### src/rtl/sc_spi_pkg.sv
// rtl/sc_spi_pkg.sv - shared types and constants for the SPI transfer sequencer
package sc_spi_pkg;

    localparam int SPI_DW  = 32;
    localparam int BURST_W = 8;

    localparam logic [SPI_DW-1:0] DUMMY_WORD = 32'h0000_0000;

    typedef enum logic [2:0] {
        S_IDLE,
        S_LOAD,
        S_START,
        S_WAIT_BUSY,
        S_WAIT_DONE,
        S_STORE,
        S_FINISH
    } seq_state_t;

endpackage

### src/rtl/sc_spi_sfifo.sv
// rtl/sc_spi_sfifo.sv - synchronous first-word-fall-through FIFO with level/full/empty
module sc_spi_sfifo #(
    parameter int DEPTH = 16,
    parameter int WIDTH = 32,
    parameter int LVL_W = $clog2(DEPTH) + 1
) (
    input  logic             clk,
    input  logic             rst,
    input  logic             wr_en,
    input  logic [WIDTH-1:0] wr_data,
    input  logic             rd_en,
    output logic [WIDTH-1:0] rd_data,
    output logic             full,
    output logic             empty,
    output logic [LVL_W-1:0] level
);

    localparam int PTR_W = $clog2(DEPTH);
    localparam logic [LVL_W-1:0] FULL_LVL = LVL_W'(DEPTH);

    logic [WIDTH-1:0] mem [DEPTH];
    logic [PTR_W-1:0] wr_ptr;
    logic [PTR_W-1:0] rd_ptr;
    logic [LVL_W-1:0] count;
    logic             push;
    logic             pop;

    assign full  = (count == FULL_LVL);
    assign empty = (count == '0);
    assign level = count;

    // A push into a full FIFO is only accepted when the head leaves in the same cycle.
    assign push = wr_en && (!full || rd_en);
    assign pop  = rd_en && !empty;

    assign rd_data = empty ? '0 : mem[rd_ptr];

    always_ff @(posedge clk) begin
        if (push) begin
            mem[wr_ptr] <= wr_data;
        end
    end

    always_ff @(posedge clk) begin
        if (rst) begin
            wr_ptr <= '0;
            rd_ptr <= '0;
            count  <= '0;
        end else begin
            if (push) begin
                wr_ptr <= wr_ptr + 1'b1;
            end
            if (pop) begin
                rd_ptr <= rd_ptr + 1'b1;
            end
            case ({push, pop})
                2'b10:   count <= count + 1'b1;
                2'b01:   count <= count - 1'b1;
                default: count <= count;
            endcase
        end
    end

endmodule

### src/rtl/sc_spi_xfer_seq.sv
// rtl/sc_spi_xfer_seq.sv - burst sequencer with TX/RX word FIFOs in front of the SPI engine
module sc_spi_xfer_seq
    import sc_spi_pkg::*;
#(
    parameter int FIFO_DEPTH = 16,
    parameter int LVL_W      = $clog2(FIFO_DEPTH) + 1,
    parameter int BUSY_TMO   = 255
) (
    input  logic               SYSCLK,
    input  logic               SYSRST,
    input  logic               TXF_WE,
    input  logic [SPI_DW-1:0]  TXF_WDATA,
    output logic               TXF_FULL,
    output logic [LVL_W-1:0]   TXF_LEVEL,
    input  logic               RXF_RE,
    output logic [SPI_DW-1:0]  RXF_RDATA,
    output logic               RXF_EMPTY,
    output logic [LVL_W-1:0]   RXF_LEVEL,
    input  logic               SEQ_GO,
    input  logic               SEQ_ABORT,
    input  logic [BURST_W-1:0] BURST_LEN,
    output logic               SEQ_BUSY,
    output logic               SEQ_DONE,
    output logic               SEQ_ABORTED,
    output logic               TX_UDF,
    output logic               RX_OVF,
    output logic               TXSTART,
    output logic               CSEXTEND,
    output logic [SPI_DW-1:0]  TXDATA,
    input  logic [SPI_DW-1:0]  RXDATA,
    input  logic               SPIBUSY,
    input  logic               SPICOMPLETE
);

    localparam int TMO_W = $clog2(BUSY_TMO + 1);
    localparam logic [TMO_W-1:0]   TMO_LAST = TMO_W'(BUSY_TMO - 1);
    localparam logic [BURST_W:0]   REM_ONE  = (BURST_W+1)'(1);
    localparam logic [BURST_W:0]   REM_MAX  = {1'b1, {BURST_W{1'b0}}};

    seq_state_t        state;
    seq_state_t        state_nx;
    logic [BURST_W:0]  remaining;
    logic [TMO_W-1:0]  tmo_cnt;
    logic              abort_pending;
    logic              aborted_q;
    logic              udf_q;
    logic              ovf_q;
    logic              csext_q;
    logic [SPI_DW-1:0] txdata_q;
    logic [SPI_DW-1:0] rx_cap;

    logic              tx_rd_en;
    logic [SPI_DW-1:0] tx_rdata;
    logic              tx_empty;
    logic              rx_wr_en;
    logic              rx_full;

    logic              seq_busy;
    logic              load_word;
    logic              load_dummy;
    logic              load_csext;
    logic              set_udf;
    logic              set_tmo;
    logic              cap_rx;

    sc_spi_sfifo #(.DEPTH(FIFO_DEPTH), .WIDTH(SPI_DW), .LVL_W(LVL_W)) u_tx_fifo (
        .clk     (SYSCLK),
        .rst     (SYSRST),
        .wr_en   (TXF_WE),
        .wr_data (TXF_WDATA),
        .rd_en   (tx_rd_en),
        .rd_data (tx_rdata),
        .full    (TXF_FULL),
        .empty   (tx_empty),
        .level   (TXF_LEVEL)
    );

    sc_spi_sfifo #(.DEPTH(FIFO_DEPTH), .WIDTH(SPI_DW), .LVL_W(LVL_W)) u_rx_fifo (
        .clk     (SYSCLK),
        .rst     (SYSRST),
        .wr_en   (rx_wr_en),
        .wr_data (rx_cap),
        .rd_en   (RXF_RE),
        .rd_data (RXF_RDATA),
        .full    (rx_full),
        .empty   (RXF_EMPTY),
        .level   (RXF_LEVEL)
    );

    assign seq_busy    = (state != S_IDLE) && (state != S_FINISH);
    assign SEQ_BUSY    = seq_busy;
    assign SEQ_DONE    = (state == S_FINISH);
    assign TXSTART     = (state == S_START);
    assign CSEXTEND    = csext_q;
    assign TXDATA      = txdata_q;
    assign SEQ_ABORTED = aborted_q;
    assign TX_UDF      = udf_q;
    assign RX_OVF      = ovf_q;
    assign rx_wr_en    = (state == S_STORE);

    always_comb begin
        state_nx   = state;
        tx_rd_en   = 1'b0;
        load_word  = 1'b0;
        load_dummy = 1'b0;
        load_csext = 1'b0;
        set_udf    = 1'b0;
        set_tmo    = 1'b0;
        cap_rx     = 1'b0;
        case (state)
            S_IDLE: begin
                if (SEQ_GO) state_nx = S_LOAD;
            end
            S_LOAD: begin
                // csext_q doubles as "CS is still held by the previous word".
                if (abort_pending && !csext_q) begin
                    state_nx = S_FINISH;
                end else if (abort_pending) begin
                    load_word  = 1'b1;
                    tx_rd_en   = !tx_empty;
                    load_dummy = tx_empty;
                    state_nx   = S_START;
                end else if (!tx_empty) begin
                    load_word  = 1'b1;
                    tx_rd_en   = 1'b1;
                    load_csext = (remaining != REM_ONE);
                    state_nx   = S_START;
                end else begin
                    set_udf = 1'b1;
                end
            end
            S_START: begin
                state_nx = S_WAIT_BUSY;
            end
            S_WAIT_BUSY: begin
                if (SPICOMPLETE) begin
                    cap_rx   = 1'b1;
                    state_nx = S_STORE;
                end else if (SPIBUSY) begin
                    state_nx = S_WAIT_DONE;
                end else if (tmo_cnt == TMO_LAST) begin
                    set_tmo  = 1'b1;
                    state_nx = S_FINISH;
                end
            end
            S_WAIT_DONE: begin
                if (SPICOMPLETE) begin
                    cap_rx   = 1'b1;
                    state_nx = S_STORE;
                end
            end
            S_STORE: begin
                if ((remaining == REM_ONE) || (abort_pending && !csext_q)) begin
                    state_nx = S_FINISH;
                end else begin
                    state_nx = S_LOAD;
                end
            end
            S_FINISH: begin
                state_nx = S_IDLE;
            end
            default: state_nx = S_IDLE;
        endcase
    end

    always_ff @(posedge SYSCLK) begin
        if (SYSRST) begin
            state         <= S_IDLE;
            remaining     <= '0;
            tmo_cnt       <= '0;
            abort_pending <= 1'b0;
            aborted_q     <= 1'b0;
            udf_q         <= 1'b0;
            ovf_q         <= 1'b0;
            csext_q       <= 1'b0;
            txdata_q      <= '0;
            rx_cap        <= '0;
        end else begin
            state <= state_nx;
            if ((state == S_IDLE) && SEQ_GO) begin
                remaining     <= (BURST_LEN == '0) ? REM_MAX : {1'b0, BURST_LEN};
                abort_pending <= 1'b0;
                aborted_q     <= 1'b0;
                udf_q         <= 1'b0;
                ovf_q         <= 1'b0;
                csext_q       <= 1'b0;
            end
            if (load_word) begin
                txdata_q <= load_dummy ? DUMMY_WORD : tx_rdata;
                csext_q  <= load_csext;
            end
            if (state == S_START) begin
                tmo_cnt <= '0;
            end else if (state == S_WAIT_BUSY) begin
                tmo_cnt <= tmo_cnt + 1'b1;
            end
            if (cap_rx) begin
                rx_cap <= RXDATA;
            end
            if (state == S_STORE) begin
                remaining <= remaining - 1'b1;
                if (rx_full && !RXF_RE) ovf_q <= 1'b1;
            end
            if (seq_busy && SEQ_ABORT) begin
                abort_pending <= 1'b1;
                aborted_q     <= 1'b1;
            end
            if (set_tmo) aborted_q <= 1'b1;
            if (set_udf) udf_q <= 1'b1;
        end
    end

endmodule
### config.mk
export PLATFORM = sky130hd
export DESIGN_NAME = sc_spi_xfer_seq
export DESIGN_NICKNAME = d
export VERILOG_FILES = /design/src/rtl/sc_spi_pkg.sv /design/src/rtl/sc_spi_sfifo.sv /design/src/rtl/sc_spi_xfer_seq.sv
export SDC_FILE = /design/constraint.sdc
export NUM_CORES = 1
export LEC_CHECK = 0
export CAP_MARGIN = 30
export CORE_MARGIN = 1.5
export CORE_UTILIZATION = 60
export DETAILED_ROUTE_END_ITERATION = 8
export PLACE_DENSITY_LB_ADDON = 0.1
export SYNTH_ARGS = -nofsm -noshare
export SYNTH_HDL_FRONTEND = slang
export SYNTH_SLANG_ARGS = --single-unit
### constraint.sdc
create_clock -name SYSCLK -period 5.4 [get_ports SYSCLK]
set_input_delay 0.54 -clock SYSCLK [delete_from_list [all_inputs] [get_ports SYSCLK]]
set_output_delay 0.54 -clock SYSCLK [all_outputs]
set_load 0.01 [all_outputs]
==> results by group <==
Clock network
  – Root buf cell: clkbuf_16
  – TritonCTS Buffers: about 110
  – CTS sink count: around 1,100
  – Worst-path clk slew: 60 ps
  – Clk_lat worst skew: around 670 ps
  – Max Root-Sink Buffers: 3
  – Hold-fix buffer count after cts: 0
  – Htree depth: 3
  – Setup Fix Bufs, Post-CTS: 0
  – CTS tree: done
  – Resize count post-CTS: 0

Synth
  – Yosys warning count: 0
  – Largest family of logic cells by synthesized area: multiplexers
  – Number of distinct library cells after synthesis: 56
  – Synth Area in XOR/XNOR: less than 1%
  – Yosys reg bits: 1,147
  – Simple-Gate Fraction of Synth Area: between 2 and 3%
  – Post-Syn Area: around 44,000 sq um
  – Mean post-synth cell area: 20.2 sq um
  – Mux cell area share after synthesis: 16.2%
  – Primary FF master, synth: edfxtp_1
  – Ys async rst share: 0%
  – Syn_nets: 2,273
  – Synth Area in Adders: 0.645%
  – Post-synthesis compound-gate area fraction: approximately 2.6%
  – Sequential element share of the synthesized area: approximately three quarters
  – Post-synth EDFFs: 1,024
  – Syn Inst Count: roughly 2,200

Setup path
  – Peak fanout along the critical path: 31
  – Chain of cells forming the critical path: buf_4 -> mux4_2 -> mux2i_1 -> o22ai_1 -> clkdlybuf4s50_1
  – CP required: approximately 4900 ps
  – Crit path DAT: between 3000 and 4000 ps
  – Worst setup SP type: register
  – CP Class: register to output port
  – Slowest cell on crit path: dfxtp_4
  – CP max stage delay: ~780 ps
  – Worst setup EP type: output port

Timing
  – Slew Viols, Final: 0
  – Final hold viol count: 0
  – Min Tclk post-route: a little over 4000 ps
  – Relative slew slack: 31.6%
  – Sum of negative setup slack: 0 ps
  – RSZ-0062 raised after global routing: false
  – FMAX: 244 MHz
  – Worst-margin pin slew: around 1000 ps
  – Final period utilization: 75.9%
  – Final setup violation count: 0
  – Final Skew: just under 20 ps

Drt
  – Vias: approximately 21,000
  – Router iterations before antenna repair: 5
  – Highest Signal Layer: met5
  – Remaining DRCs: 0
  – Wire per inst: approximately 27 um
  – M1 wire length: around 36 mm
  – Routed Antenna Nets: 0
  – Metal3 WL: ~5 mm
  – DRT Wirelength: between 90 and 100 mm
  – Starting DRT DRC Count: 1,760
  – Drt via density: around 6.2
  – Met2 routed WL: 48.9 mm

Placement
  – Placer's final routability congestion estimate: 0.795
  – DP HPWL: between 50 and 60 mm
  – Area post-placement: roughly 47,000 sq um
  – IO buf count: approximately 160

GRT
  – Initial antenna violation count: 6
  – Grt ovf: 0
  – Vias in the first global route: 22,500
  – GRT Overall Usage: about a quarter
  – Largest net degree at the start of global routing: 82
  – First-pass GRT wire length: between 100 and 150 mm

Floorplan
  – Initial Utilization: between 60% and 70%
  – # rows: 98
  – Core Footprint: around 70,000 sq um
  – Die ar.: 74,700 sq um
  – Die height: approximately 270 um
  – I/O pins: 163
  – Die X: between 200 and 300 um

Cells and area
  – Area of the multi-input gates: slightly above 10,000 sq um
  – FILL cells: approximately 4,400
  – Fin nets: between 2,000 and 2,500
  – Register Area: roughly 33,000 sq um
  – Commonest non-fill, non-tap cells in the layout: 1,024 x edfxtp_1, 256 x mux4_2, 161 x clkdlybuf4s50_1
  – Cell area after layout: about 51,000 sq um
  – Layout cells sized above 1: a little over a fifth
  – Most common cell after layout, fill and taps aside: edfxtp_1
  – Area growth from synthesis to layout: 15.6%

Power
  – Leak pwr: around 15 nW
  – Switching power: between 0.004 and 0.005 W
  – Power Dens Cells: ~390 nW/um^2
  – Clock power frac: around two fifths
  – Sw Share: a little under a quarter
  – Max IR drop VDD: 347 uV
  – Internal power: approximately 0.015 W
  – Comb power frac: slightly above 10%
  – Sequential share of power: a little over 50%

Hold path
  – Min-Delay Path Class: primary input to register

Outcome
  – Outcome: finished clean

Job
  – Max Cap Viol: 0
==> flip-flops by register name (all words and copies together), names as in the netlist, 4 cells and up, named ones only <==
register          count
u_rx_fifo.mem       512
u_tx_fifo.mem       512
TXDATA               32
rx_cap               32
remaining             9
tmo_cnt               8
u_rx_fifo.level       5
u_tx_fifo.level       5
u_rx_fifo.rd_ptr      4
u_rx_fifo.wr_ptr      4
u_tx_fifo.rd_ptr      4
u_tx_fifo.wr_ptr      4
==> cell type report <==
| cell class | instances | share of cell area [%] |
|---|---|---|
| sequential | 1147 | 65.6 |
| multi-input combinational | 883 | 20.2 |
| clock buffer | 167 | 6.46 |
| timing repair buffer | 221 | 4.42 |
| tap | 950 | 2.35 |
| clock inverter | 44 | 0.790 |
| inverter | 21 | 0.156 |
| antenna | 2 | 0.00988 |
==> worst paths after layout <==
check	startpoint	end	slack (ps)	cells after the start
max reg2reg	state[0]$_SDFFE_PP0P_	u_rx_fifo.level[4]$_SDFFE_PP0P_	1750	10
min	SYSRST	u_tx_fifo.level[2]$_SDFFE_PP0P_	180	2
max	register	RXF_RDATA[17]	1300	5
min reg2reg	RX_OVF$_SDFF_PP0_	RX_OVF$_SDFF_PP0_	460	2
==> stage by stage <==
stage	hold WS (ps)	total power, W	setup slack (ps)	util, %	cells
6_report	179	0.0198	1300	70.5	3435
5_1_grt	162	0.0205	1090	70.5	3435
4_1_cts	380	0.0200	1150	70.4	3431
3_5_place_dp	452	0.0124	1620	65.3	3220
3_3_place_gp	444	0.0123	1610	65.1	3214
2_1_floorplan	462	0.0116	1280	-	2171
==> metal layers <==
metal  track usage (%)  up-vias
li1                  -     9301
met1              32.7    11300
met2              44.6      618
met4              7.39        8
met5                 0        -
met3              4.30      165
==> worst max-delay path: cells and delay by family (launching register included) <==
family / cells / cell delay [ps]
AOI/OAI and AO/OA: 1 / 140
buffers and inverters: 2 / 1090
DFF: 1 / 780
muxes: 2 / 850
==> power groups by stage <==
stage / combinational (W) / clock (W) / sequential [W]
2_1_floorplan: 0.00135 / 0 / 0.0102
3_3_place_gp: 0.00191 / 0 / 0.0104
3_5_place_dp: 0.00203 / 0 / 0.0104
4_1_cts: 0.00205 / 0.00774 / 0.0102
5_1_grt: 0.00218 / 0.00806 / 0.0102
6_report: 0.00202 / 0.00762 / 0.0102
==> Yosys cell counts, drive strengths merged (8+ instances only) <==
cell	n	share of area, %
edfxtp	1024	70
mux4	256	13
mux2i	133	3.0
nand2	131	1.1
dfxtp	123	5.6
nor2	81	0.69
clkbuf	69	0.59
a21oi	63	0.73
buf	51	0.62
o22ai	34	0.49
o221ai	32	0.78
ha	21	0.60
inv	21	0.18
xor2	16	0.32
nor3	12	0.14
xnor2	9	0.18
nand2b	8	0.11
nand3	8	0.091
nand4	8	0.11
nor4	8	0.11
==> logic make-up (layout without fill, tap and decap cells) <==
| family | count (synthesis) | after routing |
|---|---|---|
| other cells | 0 | 2 |
| compound gates | 164 | 164 |
| flops | 1147 | 1147 |
| mux | 391 | 391 |
| xor+xnor | 25 | 25 |
| fa+ha+maj | 22 | 22 |
| buf+inv | 141 | 453 |
| simple gates | 281 | 281 |
Power figures use the tool's default switching activity.
